--- config.mk ---
export PLATFORM = sky130hd
export DESIGN_NAME = scratch_memory_arbiter
export DESIGN_NICKNAME = d
export VERILOG_FILES = /design/src/rtl/scratch_memory_arbiter.sv
export SDC_FILE = /design/constraint.sdc
export NUM_CORES = 1
export LEC_CHECK = 0
export CAP_MARGIN = 20
export CORE_AREA = 2 2 281 283
export DETAILED_ROUTE_END_ITERATION = 7
export DIE_AREA = 0 0 283 285
export GPL_TIMING_DRIVEN = 0
export PLACE_DENSITY_LB_ADDON = 0.08
export RECOVER_POWER = 50
export SETUP_SLACK_MARGIN = 0.5
export SLEW_MARGIN = 20
export SYNTH_ARGS = -nofsm -noshare
export SYNTH_HDL_FRONTEND = slang
export SYNTH_SLANG_ARGS = --single-unit
export TNS_END_PERCENT = 100
--- constraint.sdc ---
create_clock -name clock -period 35.5 [get_ports clock]
set_clock_uncertainty 0.15 [all_clocks]
set_input_delay 10.65 -clock clock [delete_from_list [all_inputs] [get_ports clock]]
set_output_delay 10.65 -clock clock [all_outputs]
set_load 0.05 [all_outputs]
--- src/rtl/scratch_memory_arbiter.sv ---
// Round-robin arbiter sharing one scratch memory between two requesters, with
// lock support for read-modify-write, a registered memory command and tagged read return.
module scratch_memory_arbiter #(
    parameter int READ_LATENCY = 0,
    parameter int LOCK_TIMEOUT = 16
) (
    input  logic         clock,
    input  logic         reset,
    input  logic         req0_valid,
    input  logic         req0_we,
    input  logic         req0_lock,
    input  logic [15:0]  req0_address,
    input  logic [127:0] req0_wdata,
    input  logic         req1_valid,
    input  logic         req1_we,
    input  logic         req1_lock,
    input  logic [15:0]  req1_address,
    input  logic [127:0] req1_wdata,
    output logic         req0_grant,
    output logic         req1_grant,
    output logic         req0_rdata_valid,
    output logic         req1_rdata_valid,
    output logic [127:0] rdata,
    output logic         mem_we,
    output logic [15:0]  mem_write_address,
    output logic [127:0] mem_wdata,
    output logic [15:0]  mem_read_address,
    input  logic [127:0] mem_rdata,
    output logic         lock_timeout_error
);
    localparam int CNT_W  = $clog2(LOCK_TIMEOUT + 1);
    localparam int STAGES = READ_LATENCY;
    localparam logic [CNT_W-1:0] TIMEOUT_VAL = CNT_W'(LOCK_TIMEOUT);

    logic             last, locked, owner;
    logic [CNT_W-1:0] idle_cnt, idle_next;
    logic [STAGES:0]  vld_pipe, id_pipe;
    logic [1:0]       valid_v, grant_v;
    logic             any_gnt, gnt_id, gnt_we, gnt_lock, owner_gnt;
    logic [15:0]      gnt_addr;
    logic [127:0]     gnt_wdata;

    // Lock state is registered, so the other requester can only win the cycle after release.
    always_comb begin
        valid_v = {req1_valid, req0_valid};
        grant_v = '0;
        if (!reset) begin
            if (locked)
                grant_v[owner] = valid_v[owner];
            else if (&valid_v)
                grant_v[~last] = 1'b1;
            else
                grant_v = valid_v;
        end
    end

    assign req0_grant = grant_v[0];
    assign req1_grant = grant_v[1];
    assign any_gnt    = |grant_v;
    assign gnt_id     = grant_v[1];
    assign gnt_we     = gnt_id ? req1_we      : req0_we;
    assign gnt_lock   = gnt_id ? req1_lock    : req0_lock;
    assign gnt_addr   = gnt_id ? req1_address : req0_address;
    assign gnt_wdata  = gnt_id ? req1_wdata   : req0_wdata;
    assign owner_gnt  = locked && grant_v[owner];
    assign idle_next  = idle_cnt + CNT_W'(1);

    always_ff @(posedge clock or posedge reset) begin
        if (reset) begin
            last               <= 1'b1;
            locked             <= 1'b0;
            owner              <= 1'b0;
            idle_cnt           <= '0;
            lock_timeout_error <= 1'b0;
        end else begin
            if (any_gnt) begin
                last   <= gnt_id;
                locked <= gnt_lock;
                if (gnt_lock)
                    owner <= gnt_id;
            end
            if (!locked || owner_gnt) begin
                idle_cnt <= '0;
            end else begin
                // No grant is possible on this path, so the drop cannot collide with a new lock.
                idle_cnt <= idle_next;
                if (idle_next == TIMEOUT_VAL) begin
                    locked             <= 1'b0;
                    lock_timeout_error <= 1'b1;
                end
            end
        end
    end

    always_ff @(posedge clock or posedge reset) begin
        if (reset) begin
            mem_we            <= 1'b0;
            mem_write_address <= '0;
            mem_wdata         <= '0;
            mem_read_address  <= '0;
        end else begin
            mem_we <= any_gnt && gnt_we;
            if (any_gnt && gnt_we) begin
                mem_write_address <= gnt_addr;
                mem_wdata         <= gnt_wdata;
            end
            if (any_gnt && !gnt_we)
                mem_read_address <= gnt_addr;
        end
    end

    // Read tags travel alongside the memory latency; stage STAGES lines up with mem_rdata.
    always_ff @(posedge clock or posedge reset) begin
        if (reset) begin
            vld_pipe         <= '0;
            id_pipe          <= '0;
            rdata            <= '0;
            req0_rdata_valid <= 1'b0;
            req1_rdata_valid <= 1'b0;
        end else begin
            vld_pipe[0] <= any_gnt && !gnt_we;
            id_pipe[0]  <= gnt_id;
            for (int i = 1; i <= STAGES; i++) begin
                vld_pipe[i] <= vld_pipe[i-1];
                id_pipe[i]  <= id_pipe[i-1];
            end
            req0_rdata_valid <= vld_pipe[STAGES] && !id_pipe[STAGES];
            req1_rdata_valid <= vld_pipe[STAGES] &&  id_pipe[STAGES];
            if (vld_pipe[STAGES])
                rdata <= mem_rdata;
        end
    end
endmodule

== Word-level counts from Yosys, hierarchy flattened ==
Cells that the tools add are included.
Cells by class
  add/sub/neg operators: 1
  eq/ne operators: 1
  reductions and logical operators: 15
  bitwise operators: 3
  mux-type cells: 19
  magnitude comparators: 4
Operators with widths (count)
  2-to-1 mux 128 bit: 1
  2-to-1 mux 16 bit: 1
  2-to-1 mux 1 bit: 11
  logical AND 1 bit: 7
  2-to-1 mux 2 bit: 3
  AND reduction 2 bit: 3
  adder 5 x 1 -> 5 bit, second input constant: 1
  == test 5 bit, second input constant: 1
  2-to-1 mux 5 bit: 1
  < comparator 1 x 2 -> 1 bit, second input constant: 2
  logical NOT 1 bit: 3
  bitwise AND 2 bit: 1
  demux 1 bit (select 1 bit): 2
  greater-or-equal comparator 1 bit, second input constant: 2
  inverter 1 bit: 2
  OR reduction 2 bit: 1
  logical OR 1 bit: 1
Storage, ports and cells
  bits of input ports: 424
  output and inout bits: 294
  bits in registers: 302

== Longest topological paths before layout ==
  depth after elaboration: 14
  mapped depth: 7

== Worst setup path after synthesis ==
OpenSTA, ideal clock, no wires.
  kind: input-to-output
  start: in req0_valid
  end: out req0_grant
  path slack: 13.325 ns
  required time: 24.700 ns
  data arrival time: 11.375 ns
  stages: 2
  cell sequence: nor2b_1 > and3_1
Between the ends
  cells in the longest elaborated chain, start to end: 5
  elaborated cells between the ends (all ways): 7
Ends and longest elaborated chain
  from (decl): line 9  | input logic req0_valid,
  2-to-1 mux 1 bit (implied by the code) (2 in a row): line 49  | grant_v[owner] = valid_v[owner];
  bitwise AND 2 bit (no line)
  2-to-1 mux 2 bit (*): line 48  | if (locked)
  2-to-1 mux 2 bit (*): line 47  | if (!reset) begin
  to (decl): line 19  | output logic req0_grant,
Mark *: on every way between the ends. The rest lies on a longest branch, timed or not. The select of a mux whose other input is x is not followed.

== Worst setup path in the final report ==
  start: in reset
  end: out req0_grant
Between the ends
  cells in the longest elaborated chain, start to end: 1
Ends and longest elaborated chain
  from (decl): line 8  | input logic reset,
  2-to-1 mux 2 bit: line 47
Every way passes these cells.

==> run summary <==
Synthesized area per cell - 14.0 um^2
Slew Limit Headroom - -234%
# nets final - 2067
Setup CP Type - in -> out
Failing checks - capacitance limit, slew limit
Critical path data required time - 24.70 ns
Critical-path maximum fanout - 4
I/O Buffers - 717
GR Util All Layers - 14.3%
Peak supply drop - 43.0 uV
Pwr Density - 106 nW/um^2
Setup violators final - 0
Largest cells by area after synthesis - dfrtp_1 61%, mux2_2 12%, o22a_1 10%
Detailed-route via count - 10500
Pre-Repair DR Iteration Count - 4
Max-slew violations - 309
Post-synthesis cell count - 876
H-tree levels - 2
Worst-Skew Late Latency - 0.56 ns
Layout Utilization - 28.5%
DIE WIDTH - 283 um
Synth warn - 0
Die Y - 285 um
Critical path endpoint category - primary output
Post-synth EDFFs - 0
Slowest stage delay, CP - 0.84 ns
Setup Buffers After CTS - 0
Most frequent cell after synthesis - dfrtp_1
Asr flop ratio synth - 100%
CP Data Arrival Time - 12.62 ns
Synth area leader - dfrtp_1
Critical path's slowest cell - clkdlybuf4s50_1
Post-synth cell types - 37
Sequential cell area fraction in the yosys report - 61.7%
Hold_buf cts - 0
Critical path cell sequence - dlygate4sd3_1 > nor2b_1 > and3_1 > clkdlybuf4s50_1
Peak Freq - 42.7 MHz
Synth Cell Area - 12300 um^2
Hold slack - 0.260 ns
Number of buffers created by CTS - 43
Top post-synthesis cells by count - 301 x dfrtp_1, 144 x o21a_1, 144 x o22a_1
GP Congestion - 0.781
Leak - 8.47 nW
Area fraction of the dominant cell type after synthesis - 61.5%
Worst setup SP type - input port
Largest net degree at the start of global routing - 88
Core ar. - 78000 um^2
Die area - 80700 um^2
WL/cell - 21.6 um
Fin. Hold Viols - 0
Post-Syn Nets - 1302
Cts repair resizes - 0
DR DRC count - 0
Core Rows - 103
Clock sinks - 302
Yosys reg bits - 302
TNS Setup - 0 ns
I/O pin total - 718
Class of the worst hold path - reg -> reg
Routed WL - 59100 um
Ys flop type - dfrtp_1
Final min period - 23.42 ns
Clock Root Buffer - clkbuf_16
Layout cell share with drive strength beyond 1 - 13.7%
Initial antenna violation count - 18
HPWL Detailed - 46100 um
Clock buffer depth - 3
Worst-margin pin slew - 5.00 ns
Antenna viol nets, final - 0
Initial Util - 15.7%
Total congestion overflow - 0
Vias per inst - 3.83
Unrepaired setup endpoints after global routing - false
Max Cap Viol - 4
Vias in the first global route - 11500
CTS tree - done
Worst Path Buf+Inv - 2
Status - finished, violations left
Clk pin slew, worst setup/hold paths - 0.06 ns
1st-iter DRT viols - 335
Fin crit share - 66.0%
Crit-path leading delay family - buffers and inverters
Global-route wire length before repair - 83900 um
Area Overhead vs Synth - 81.6%
## power by group
group          internal (mW)  switching, mW
registers              0.515         0.0871
clock network          0.283          0.171
logic                  0.455          0.837
## logic make-up (layout without fill, tap and decap cells)
logic type / Yosys count / after routing / synth area share [%]
compound gates: 328 / 328 / 21.1
xor+xnor: 3 / 3 / 0.214
fa+ha+maj: 2 / 2 / 0.204
buf+inv: 85 / 884 / 3.67
flops: 302 / 302 / 61.7
mux: 129 / 129 / 11.8
other cells: 0 / 7 / 0
simple gates: 27 / 27 / 1.34
## metal layers
layer / up-vias / GRT usage, % / part of all wire [%]
met5: - / 0 / 0.093
met4: 8 / 3.64 / 2.2
met3: 82 / 5.63 / 9.2
met2: 432 / 26.2 / 52
met1: 5125 / 15.1 / 36
li1: 4807 / - / -
## placed cells by master, fill, tap and decap left out, drive strengths merged, types with 3 or more instances in the layout
cell type / n
a21oi: 17
and2: 3
dlygate4sd3: 130
nand2: 4
clkdlybuf4s50: 587
o22ai: 17
nor2b: 3
clkbuf: 101
dfrtp: 301
o21a: 144
mux2: 128
buf: 40
nor2: 6
diode: 7
clkinv: 3
inv: 19
o22a: 144
## layout make-up
cell class / count / area [um^2]
diodes: 7 / 17.5
plain buffers: 65 / 360
clock buffers: 73 / 1410
clock inverters: 6 / 82.6
fillers: 8066 / 55700
inverters: 20 / 76.3
multi-input cells: 489 / 4240
flip-flops and latches: 302 / 7560
well taps: 1050 / 1310
repair buffers: 720 / 7190
## metrics by stage
stage	cell area, um^2	power [mW]	instances	setup slack [ns]
finish	22200	2.35	2732	12.08
global route	22200	2.46	2729	12.01
CTS	22300	2.40	2725	12.07
detailed placement	20800	1.92	2646	12.07
global placement	20700	1.92	2643	10.62
floorplan	12300	1.40	876	13.32
## flip-flops by register name, indices dropped and copies added, names as in the netlist, 5 cells and up
signal and flops:
mem_wdata 128, rdata 128, mem_read_address 16, mem_write_address 16, idle_cnt 5
## final timing paths
| check | from | to | slack [ns] | cells past startpoint |
|---|---|---|---|---|
| setup / recovery | reset | req0_grant | 12.08 | 4 |
| hold / removal | id_pipe$_DFF_PP0_ | req0_rdata_valid$_DFF_PP0_ | 0.26 | 1 |
| setup reg to reg | locked$_DFF_PP0_ | mem_wdata[49]$_DFFE_PP0P_ | 32.22 | 7 |
| hold reg to reg | id_pipe$_DFF_PP0_ | req0_rdata_valid$_DFF_PP0_ | 0.26 | 1 |
| max in group asynchronous | reset | rdata[111]$_DFFE_PP0P_ | 15.29 | 4 |
| min in group asynchronous | reset | idle_cnt[3]$_DFF_PP0_ | 11.33 | 2 |
No activity file was read; power rests on OpenSTA's default activity.
